File: config.mk
export PLATFORM = sky130hd
export DESIGN_NAME = mem_arbiter
export DESIGN_NICKNAME = d
export VERILOG_FILES = /design/src/rtl/mem_arbiter.sv
export SDC_FILE = /design/constraint.sdc
export NUM_CORES = 1
export LEC_CHECK = 0
export ABC_CLOCK_PERIOD_IN_PS = 4120
export CAP_MARGIN = 15
export CORE_MARGIN = 1
export CORE_UTILIZATION = 30
export CTS_BUF_LIST = sky130_fd_sc_hd__clkbuf_2
export DETAILED_ROUTE_END_ITERATION = 7
export HOLD_SLACK_MARGIN = 0.12
export SYNTH_ARGS = -nofsm -noshare
export SYNTH_HDL_FRONTEND = slang
export SYNTH_SLANG_ARGS = --single-unit
File: constraint.sdc
create_clock -name clk_i -period 4.12 [get_ports clk_i]
set_input_delay 0.618 -clock clk_i [delete_from_list [all_inputs] [get_ports clk_i]]
set_output_delay 0.618 -clock clk_i [all_outputs]
set_load 0.02 [all_outputs]
File: src/rtl/mem_arbiter.sv
// Shares one single-port memory between fetch and data ports: one transaction per grant, bounded by TIMEOUT.
// MEM_ARB_RR_EN: alternate grants on contention instead of fixed data-first priority.
module mem_arbiter #(
  parameter int AW      = 16,
  parameter int DW      = 16,
  parameter int TIMEOUT = 31
) (
  input  logic          clk_i,
  input  logic          rst_i,
  input  logic          if_req_i,
  input  logic [AW-1:0] if_addr_i,
  output logic          if_done_o,
  output logic [DW-1:0] if_rdata_o,
  output logic          if_stall_o,
  input  logic          d_rd_i,
  input  logic          d_wr_i,
  input  logic [AW-1:0] d_addr_i,
  input  logic [DW-1:0] d_wdata_i,
  output logic          d_done_o,
  output logic [DW-1:0] d_rdata_o,
  output logic          d_stall_o,
  output logic          mem_en_o,
  output logic          mem_wr_o,
  output logic [AW-1:0] mem_addr_o,
  output logic [DW-1:0] mem_wdata_o,
  input  logic [DW-1:0] mem_rdata_i,
  input  logic          mem_ready_i,
  output logic          err_o
);
  localparam int CW = $clog2(TIMEOUT + 1);

  typedef enum logic [1:0] {IDLE, BUSY_I, BUSY_D, DONE} state_t;

  state_t        state_q;
  logic [CW-1:0] cnt_q;
  logic          mem_en_q, mem_wr_q, if_done_q, d_done_q, err_q;
  logic [AW-1:0] mem_addr_q;
  logic [DW-1:0] mem_wdata_q, if_rdata_q, d_rdata_q;
`ifdef MEM_ARB_RR_EN
  logic          last_d_q;
`endif

  logic if_cand, d_cand, d_bad, pick_d;

  // A port whose done strobe is up this cycle is not re-sampled until the next cycle.
  always_comb begin
    if_cand = if_req_i & ~if_done_q;
    d_cand  = (d_rd_i | d_wr_i) & ~d_done_q;
    d_bad   = (d_rd_i & d_wr_i) | d_addr_i[0];
`ifdef MEM_ARB_RR_EN
    pick_d  = d_cand & (~if_cand | ~last_d_q);
`else
    pick_d  = d_cand;
`endif
  end

  always_ff @(posedge clk_i or posedge rst_i) begin
    if (rst_i) begin
      state_q     <= IDLE;
      cnt_q       <= '0;
      mem_en_q    <= 1'b0;
      mem_wr_q    <= 1'b0;
      mem_addr_q  <= '0;
      mem_wdata_q <= '0;
      if_done_q   <= 1'b0;
      d_done_q    <= 1'b0;
      err_q       <= 1'b0;
      if_rdata_q  <= '0;
      d_rdata_q   <= '0;
`ifdef MEM_ARB_RR_EN
      last_d_q    <= 1'b0;
`endif
    end else begin
      mem_en_q  <= 1'b0;
      if_done_q <= 1'b0;
      d_done_q  <= 1'b0;
      err_q     <= 1'b0;
      case (state_q)
        IDLE, DONE: begin
          state_q <= IDLE;
          if (pick_d && d_bad) begin
            err_q    <= 1'b1;
            d_done_q <= 1'b1;
          end else if (pick_d) begin
            state_q     <= BUSY_D;
            cnt_q       <= '0;
            mem_en_q    <= 1'b1;
            mem_wr_q    <= d_wr_i;
            mem_addr_q  <= d_addr_i;
            mem_wdata_q <= d_wdata_i;
`ifdef MEM_ARB_RR_EN
            last_d_q    <= 1'b1;
`endif
          end else if (if_cand) begin
            state_q     <= BUSY_I;
            cnt_q       <= '0;
            mem_en_q    <= 1'b1;
            mem_wr_q    <= 1'b0;
            mem_addr_q  <= if_addr_i;
            mem_wdata_q <= '0;
`ifdef MEM_ARB_RR_EN
            last_d_q    <= 1'b0;
`endif
          end
        end
        BUSY_I, BUSY_D: begin
          cnt_q <= cnt_q + CW'(1);
          if (mem_ready_i) begin
            state_q <= DONE;
            if (state_q == BUSY_I) begin
              if_done_q  <= 1'b1;
              if_rdata_q <= mem_rdata_i;
            end else begin
              d_done_q <= 1'b1;
              if (!mem_wr_q) d_rdata_q <= mem_rdata_i;
            end
          end else if (cnt_q == CW'(TIMEOUT - 1)) begin
            state_q <= IDLE;
            err_q   <= 1'b1;
            if (state_q == BUSY_I) if_done_q <= 1'b1;
            else                   d_done_q  <= 1'b1;
          end
        end
        default: state_q <= IDLE;
      endcase
    end
  end

  assign if_done_o   = if_done_q;
  assign d_done_o    = d_done_q;
  assign err_o       = err_q;
  assign if_rdata_o  = if_rdata_q;
  assign d_rdata_o   = d_rdata_q;
  assign mem_en_o    = mem_en_q;
  assign mem_wr_o    = mem_wr_q;
  assign mem_addr_o  = mem_addr_q;
  assign mem_wdata_o = mem_wdata_q;
  assign if_stall_o  = if_req_i & ~if_done_q & ~rst_i;
  assign d_stall_o   = (d_rd_i | d_wr_i) & ~d_done_q & ~rst_i;
endmodule
# Word level (Yosys, flattened, before mapping)
# Cells that the tools add are included.
# word_totals
register_bits,76
out_inout_bits,71
wordCells,73
# classes
add_sub_neg,1
n_eq_ne,7
n_mux,32
bitwise_logic,13
n_reduce_logical,9
# ops
cell,n
two-way mux 16 bit,4
two-way mux 1 bit,17
two-way mux 5 bit,3
one-hot mux 5 bit (2 select lines),1
two-way mux 2 bit,4
inequality test 3 bit (second input constant),2
inverter 1 bit,6
AND reduction 3 bit,2
adder 5 x 1 -> 5 bit (second input constant),1
bitwise AND 1 bit,5
equality test 5 bit (second input constant),1
equality test 2 bit (second input constant),2
one-hot mux 1 bit (2 select lines),2
one-hot mux 2 bit (2 select lines),1
AND reduction 4 bit,1
OR reduction 2 bit,2
equality test 2 x 1 -> 1 bit (second input constant),1
zero test 2 bit,1
inequality test 2 bit (second input constant),1
bitwise OR 1 bit,2
AND reduction 2 bit,1
nonzero test 2 bit,1
logical AND 1 bit,1

# Depth between registers and ports, before layout
# Gate-level depths: netlist of the first run.
# depth
depth_word,6
ltp_mapped,9
mapped_depth_nobuf,7

# Worst setup path before layout of the first run
# No wires, ideal clock.
# synth_timing
kind,input port to output port
start,input d_wr_i
end,output d_stall_o
arrival_ps,1394
required_ps,3502
setup_slack_ps,2108
stages,4
path_buffers,2
path_cell_list,o21bai_1 > buf_2 > buf_2 > nor2_1
# synth_via
elab_chain_cells,3
# synth_rtl
item,line,text
"start, declared",16,"input logic d_wr_i,"
bitwise OR 1 bit,139,assign d_stall_o = (d_rd_i | d_wr_i) & ~d_done_q & ~rst_i;
bitwise AND 1 bit (2 in a row),139,
"end, declared",21,"output logic d_stall_o,"
# No other way between the ends.

# Worst setup path in the final report of the first run
# Same ends and word-level chain as after synthesis.

==> impl_metrics.yaml, run 1 <==
outcome:
  outcome: "finished clean"
final_layout:
  drive_above_1_share: 0.154
  area_growth_pct: 52.5
  final_cell_mix: "clkdlybuf4s50_1, dfrtp_1, mux2_2"
  stdcell_area_um2: 4790
  nets: 452
  diodes: 0
  layout_commonest_cell: "clkdlybuf4s50_1"
synth:
  ys_types: 31
  synth_area_per_cell_um2: 13.4
  synthArstFlopShare: 1.00
  synth_top_flop_cell: "dfrtp_1"
  syn_nets: 309
  netlist_instances: 235
  ys_seq_area_frac: 0.606
  synth-seq-cells: 76
  synth_warnings: 0
  synth_area_um2: 3140
  synth_edf_count: 0
timing:
  fin_crit_ns: 2.97
  fin_setup_tns_ns: 0
  fin_crit_sh: 0.720
  slew_viol_final: 0
  setup_viol: 0
  finClkSkew_ns: 0.0230
  timing.fmax_mhz: 337
  rsz0062_at_grt: "no"
  relSlewSlack: 0.311
  worstMarginPinSlew_ns: 1.03
  finalHoldViolCount: 0
floorplan:
  core_um2: 9950
  die_w_um: 104
  ios: 141
  initial_core_util: 0.315
  fp.dieH_um: 104
  rows: 36
  dieArea_um2: 10900
critical_path:
  cpLargestDelayFamily: "buffers and inverters"
  crit_top_cell: "clkdlybuf4s50_1"
  worstPathRequired_ns: 3.50
  critPathLaunchType: "input port"
  ff2ff_path_depth: 8
  r2r_end: "mem_wdata_o[8]"
  cp_slowest_cell: "clkdlybuf4s50_1"
  worstSetupPathType: "in2out"
  crit_path_end_kind: "output pin"
  cp_cell_sequence: "clkdlybuf4s50_1 -> o21bai_2 -> buf_4 -> nor2_1 -> clkdlybuf4s50_1"
  reg2reg_slack_ns: 1.48
  r2r_start: "state_q[0]"
  path_buf_inv: 3
  cp_max_fo: 18
  arrival_ns: 2.35
  slowest_delay_ns: 0.54
hold_path:
  min_delay_path_depth: 1
  min-delay-start: "cnt_q[4]"
  hp-class: "reg2reg"
  worstHoldEndpoint: "cnt_q[4]"
global_routing:
  globalRouteOverflowTotal: 0
  grt.total_usage: 0.156
  grt_first_pass_wirelength_um: 13200
  grt_pass1_vias: 2605
  grt_antenna_before_repair: 0
  grt_max_degree: 48
placement:
  port_buffers: 140
  routabilityCongestion: 0.705
  dpl_cell_area_um2: 4670
  post-dp-hpwl_um: 5730
cts:
  cts_resized: 0
  root_buffer: "clkbuf_2"
  cts_sinks: 76
  holdBufCountCts: 0
  htreeDepth: 3
  clockBufferDepth: 2
  clk_pin_slew_worst_paths_ns: 0.19
  clk_latency_ns: 0.51
  cts_setup_buffers: 0
  cts_tree: "built"
  cts_made_buffers: 9
detailed_routing:
  ant_nets: 0
  vias_per_cell: 4.74
  drc: 0
  drt-wirelength-per-cell_um: 15.5
  finalWirelength_um: 8010
  firstDrtPassIters: 4
  num_vias: 2446
  drtIter0Drc: 88
power_and_ir_drop:
  irDropWorstVdd_mv: 0.326
  power_density_nw_per_um2: 779
  leakagePower_nw: 2.05
flow_run:
  drv_cap: 0
Yosys cell counts (2+ instances only):
library cell / number / area share
a21oi_1: 3 / 0.0048
a22o_1: 17 / 0.047
buf_2: 6 / 0.0096
buf_6: 4 / 0.014
clkbuf_1: 3 / 0.0036
dfrtp_1: 76 / 0.61
ha_1: 4 / 0.016
inv_1: 5 / 0.0060
mux2_2: 32 / 0.11
mux2i_1: 16 / 0.051
nand2_1: 2 / 0.0024
nand2b_1: 2 / 0.0040
nand3_1: 19 / 0.030
nand4_1: 3 / 0.0060
nor2_1: 3 / 0.0036
nor2b_1: 3 / 0.0060
o21ai_0: 6 / 0.0096
o21ai_1: 16 / 0.025
o31ai_1: 2 / 0.0048
xnor2_1: 2 / 0.0056
worst register-to-register path: stages (launching register included):
cell and delay [ns]:
dfrtp_1 0.43, inv_1 0.06, ha_1 0.56, nand2b_1 0.17, or3_1 0.33, buf_4 0.21, and2_1 0.37, buf_16 0.26
a22o_1 0.19
state kept, by name, indices dropped and copies added (netlist names):
register	count
mem_wr_o	1
if_done_o	1
err_o	1
mem_wdata_o	16
d_done_o	1
mem_addr_o	16
state_q	2
cnt_q	5
mem_en_o	1
if_rdata_o	16
d_rdata_o	16
worst max-delay path by stage:
stage,from,end,cells after the start
2_1_floorplan,rst_i,cnt_q[0],1
3_3_place_gp,d_wr_i,cnt_q[2],7
3_5_place_dp,d_wr_i,mem_addr_o[12],6
4_1_cts,d_wr_i,d_stall_o,5
5_1_grt,d_wr_i,d_stall_o,5
6_report,d_wr_i,d_stall_o,5
metrics by stage:
stage | utilization | setup slack (ns) | hold WS [ns] | total power, W | cells
final | 0.481 | 1.15 | 0.513 | 0.00373 | 516
after floorplan | - | 1.56 | 0.457 | 0.00247 | 235
after global routing | 0.481 | 1.06 | 0.563 | 0.00398 | 516
after detailed placement | 0.469 | 0.943 | 0.485 | 0.00339 | 499
after CTS | 0.478 | 1.17 | 0.517 | 0.00375 | 515
after global placement | 0.469 | 1.08 | 0.481 | 0.00335 | 499
power breakdown:
part,internal [W],switching (W)
clock network,0.0000786,0.000269
registers,0.00110,0.000200
logic,0.00106,0.00102
total,0.00224,0.00149
cell families (layout without fill, tap and decap cells):
logic type	count (synthesis)	in the layout	synth area share
multiplexers	48	48	0.166
XOR/XNOR	2	2	0.00558
AND/OR/NAND/NOR	39	39	0.0713
buffers and inverters	19	167	0.0359
flip-flops	76	76	0.606
adder cells (fa/ha/maj)	4	4	0.0159
AO/OA/AOI/OAI	47	47	0.100
area by class of cell:
| cell class | count | area, µm² |
|---|---|---|
| Multi-Input combinational cell | 140 | 1140 |
| Tap cell | 133 | 166 |
| Clock inverter | 7 | 51.3 |
| Clock buffer | 9 | 45.0 |
| Fill cell | 921 | 5160 |
| Sequential cell | 76 | 1900 |
| Inverter | 5 | 20.0 |
| Timing Repair Buffer | 146 | 1470 |
layer usage:
layer	vias to the layer above	share of wire	routed length, µm	track usage
li1	1137	-	-	-
met3	6	0.078	622	0.0583
met4	0	0.0081	65	0.0429
met2	103	0.47	3780	0.247
met5	-	0	0	0
met1	1200	0.44	3540	0.200
(Power assumes the default switching activity.)
==> run 2: changes to the inputs <==
--- a/config.mk
+++ b/config.mk
@@ -5,7 +5,7 @@
 export SDC_FILE = /design/constraint.sdc
 export NUM_CORES = 1
 export LEC_CHECK = 0
-export ABC_CLOCK_PERIOD_IN_PS = 4120
+export ABC_CLOCK_PERIOD_IN_PS = 2970
 export CAP_MARGIN = 15
 export CORE_MARGIN = 1
 export CORE_UTILIZATION = 30
==> constraint.sdc (replaced) <==
create_clock -name clk_i -period 2.97 [get_ports clk_i]
set_input_delay 0.4455 -clock clk_i [delete_from_list [all_inputs] [get_ports clk_i]]
set_output_delay 0.4455 -clock clk_i [all_outputs]
set_load 0.02 [all_outputs]
==> run 2 against run 1 <==
  * Sequential share of layout area decreased by 0.45 points
  * Non-clock buffer count rose by 4
  * Die area is the same
  * Clock skew down 0.0027 ns
  * Global-route usage fell by 0.39 points
  * Worst setup slack got worse by 0.50 ns
  * Wire length grew 0.22%
  * Utilization up 0.55 points
  * Hold slack worse by 0.090 ns
  * Clock-buffer cell count unchanged
  * Register-to-register slack got worse by 0.60 ns
  * Combinational power rose by 40%
  * Critical endpoint unchanged
  * Largest cell class unchanged
==> impl_metrics.yaml, run 2 (synthesized netlist as in run 1, its figures left out) <==
power_and_ir_drop:
  power_frac_clock: 0.115
  pwr-share-comb: 0.547
  leakagePower_nw: 2.09
  power.switching_w: 0.00204
  power_density_nw_per_um2: 1100
  irDropWorstVdd_mv: 0.479
  seqPwrFrac: 0.339
  p_int_w: 0.00327
  p_sw_frac: 0.384
placement:
  routabilityCongestion: 0.713
  dpl_cell_area_um2: 4710
  post-dp-hpwl_um: 5810
  port_buffers: 140
cts:
  clockBufferDepth: 2
  cts_made_buffers: 9
  htreeDepth: 3
  cts_tree: "built"
  cts_setup_buffers: 0
  clk_pin_slew_worst_paths_ns: 0.21
  cts_sinks: 76
  cts_resized: 0
  holdBufCountCts: 0
  clk_latency_ns: 0.47
  root_buffer: "clkbuf_2"
critical_path:
  worstPathRequired_ns: 2.52
  arrival_ns: 1.87
  r2r_start: "state_q[0]"
  cp_cell_sequence: "clkdlybuf4s50_1 -> o21bai_2 -> nor2_1 -> clkdlybuf4s50_1"
  cp_slowest_cell: "clkdlybuf4s50_1"
  worstSetupPathType: "in2out"
  crit_path_end_kind: "output pin"
  crit_top_cell: "clkdlybuf4s50_1"
  ff2ff_path_depth: 7
  cp_max_fo: 5
  r2r_end: "mem_wdata_o[1]"
  slowest_delay_ns: 0.60
  reg2reg_slack_ns: 0.88
  cpLargestDelayFamily: "buffers and inverters"
  path_buf_inv: 2
  critPathLaunchType: "input port"
  crit_start: "d_wr_i"
outcome:
  outcome: "finished clean"
detailed_routing:
  num_vias: 2423
  vias_per_cell: 4.67
  drtIter0Drc: 85
  drc: 0
  finalWirelength_um: 8020
  ant_nets: 0
  firstDrtPassIters: 4
  drt-wirelength-per-cell_um: 15.5
timing:
  relSlewSlack: 0.498
  timing.fmax_mhz: 432
  rsz0062_at_grt: "no"
  finalHoldViolCount: 0
  fin_crit_ns: 2.31
  worstMarginPinSlew_ns: 0.752
  setup_viol: 0
  slew_viol_final: 0
  fin_crit_sh: 0.779
  fin_setup_tns_ns: 0
  hold_slack_ns: 0.423
  finClkSkew_ns: 0.0203
global_routing:
  grt_first_pass_wirelength_um: 12900
  grt_antenna_before_repair: 0
  grt_pass1_vias: 2434
  globalRouteOverflowTotal: 0
  grt.total_usage: 0.152
  grt_max_degree: 44
final_layout:
  area_growth_pct: 54.3
  drive_above_1_share: 0.155
  nets: 456
  layout_commonest_cell: "clkdlybuf4s50_1"
  final_cell_mix: "clkdlybuf4s50_1, dfrtp_1, mux2_2"
  stdcell_area_um2: 4840
  diodes: 0
  fin_util: 0.487
floorplan:
  core_um2: 9950
  ios: 141
  dieArea_um2: 10900
  initial_core_util: 0.315
  die_w_um: 104
  fp.dieH_um: 104
  rows: 36
flow_run:
  drv_cap: 0
hold_path:
  hp-class: "in2async"
## run 2: cell count changes in the layout (fill, tap and decap cells not counted)
cell | before | now
buf_16 | 1 | 0
bufinv_16 | 0 | 2
inv_6 | 1 | 0
buf_12 | 0 | 1
clkinv_1 | 0 | 2
clkinvlp_4 | 5 | 1
buf_4 | 5 | 8
buf_6 | 0 | 1
## run 2: through the flow
| stage | setup slack [ns] | total power (W) | std cells |
|---|---|---|---|
| after global routing | 0.544 | 0.00565 | 519 |
| after CTS | 0.617 | 0.00538 | 518 |
| final | 0.656 | 0.00532 | 519 |
| after global placement | 0.560 | 0.00471 | 503 |
| after detailed placement | 0.518 | 0.00475 | 503 |
| after floorplan | 0.586 | 0.00343 | 235 |
## run 2: layout make-up
type                       instances  area [µm²]
inverter                           5        20.0
clock buffer                       9        45.0
fill                             930        5110
sequential                        76        1900
clock inverter                     6        80.1
tap                              133         166
timing repair buffer             150        1490
multi-input combinational        140        1140
## run 2: layer usage
layer,vias to the layer above,GRT usage,routed length [µm]
li1,1144,-,-
met1,1168,0.216,3800
met2,100,0.219,3460
met3,11,0.0382,615
met4,0,0.0673,142
met5,-,0,0
## run 2: worst max path at each step
stage / to / slack, ns / cells past startpoint
floorplan: cnt_q[0] / 0.59 / 1
finish: d_stall_o / 0.66 / 4
detailed placement: mem_wdata_o[1] / 0.52 / 6
global placement: mem_wdata_o[9] / 0.56 / 6
CTS: d_stall_o / 0.62 / 3
global route: d_stall_o / 0.54 / 3
## run 2: worst register-to-register path, delay by kind of cell, from the launching register on
| kind | cells | cell delay [ns] |
|---|---|---|
| buf+inv | 2 | 0.31 |
| compound gates | 1 | 0.18 |
| fa+ha+maj | 1 | 0.30 |
| flops | 1 | 0.41 |
| simple gates | 3 | 0.78 |
## run 2: power by group through the flow
stage,clock (W),sequential (W),combinational [W]
4_1_cts,0.000636,0.00181,0.00293
2_1_floorplan,0,0.00236,0.00107
5_1_grt,0.000676,0.00188,0.00309
6_report,0.000610,0.00180,0.00291
3_5_place_dp,0,0.00182,0.00293
3_3_place_gp,0,0.00182,0.00289
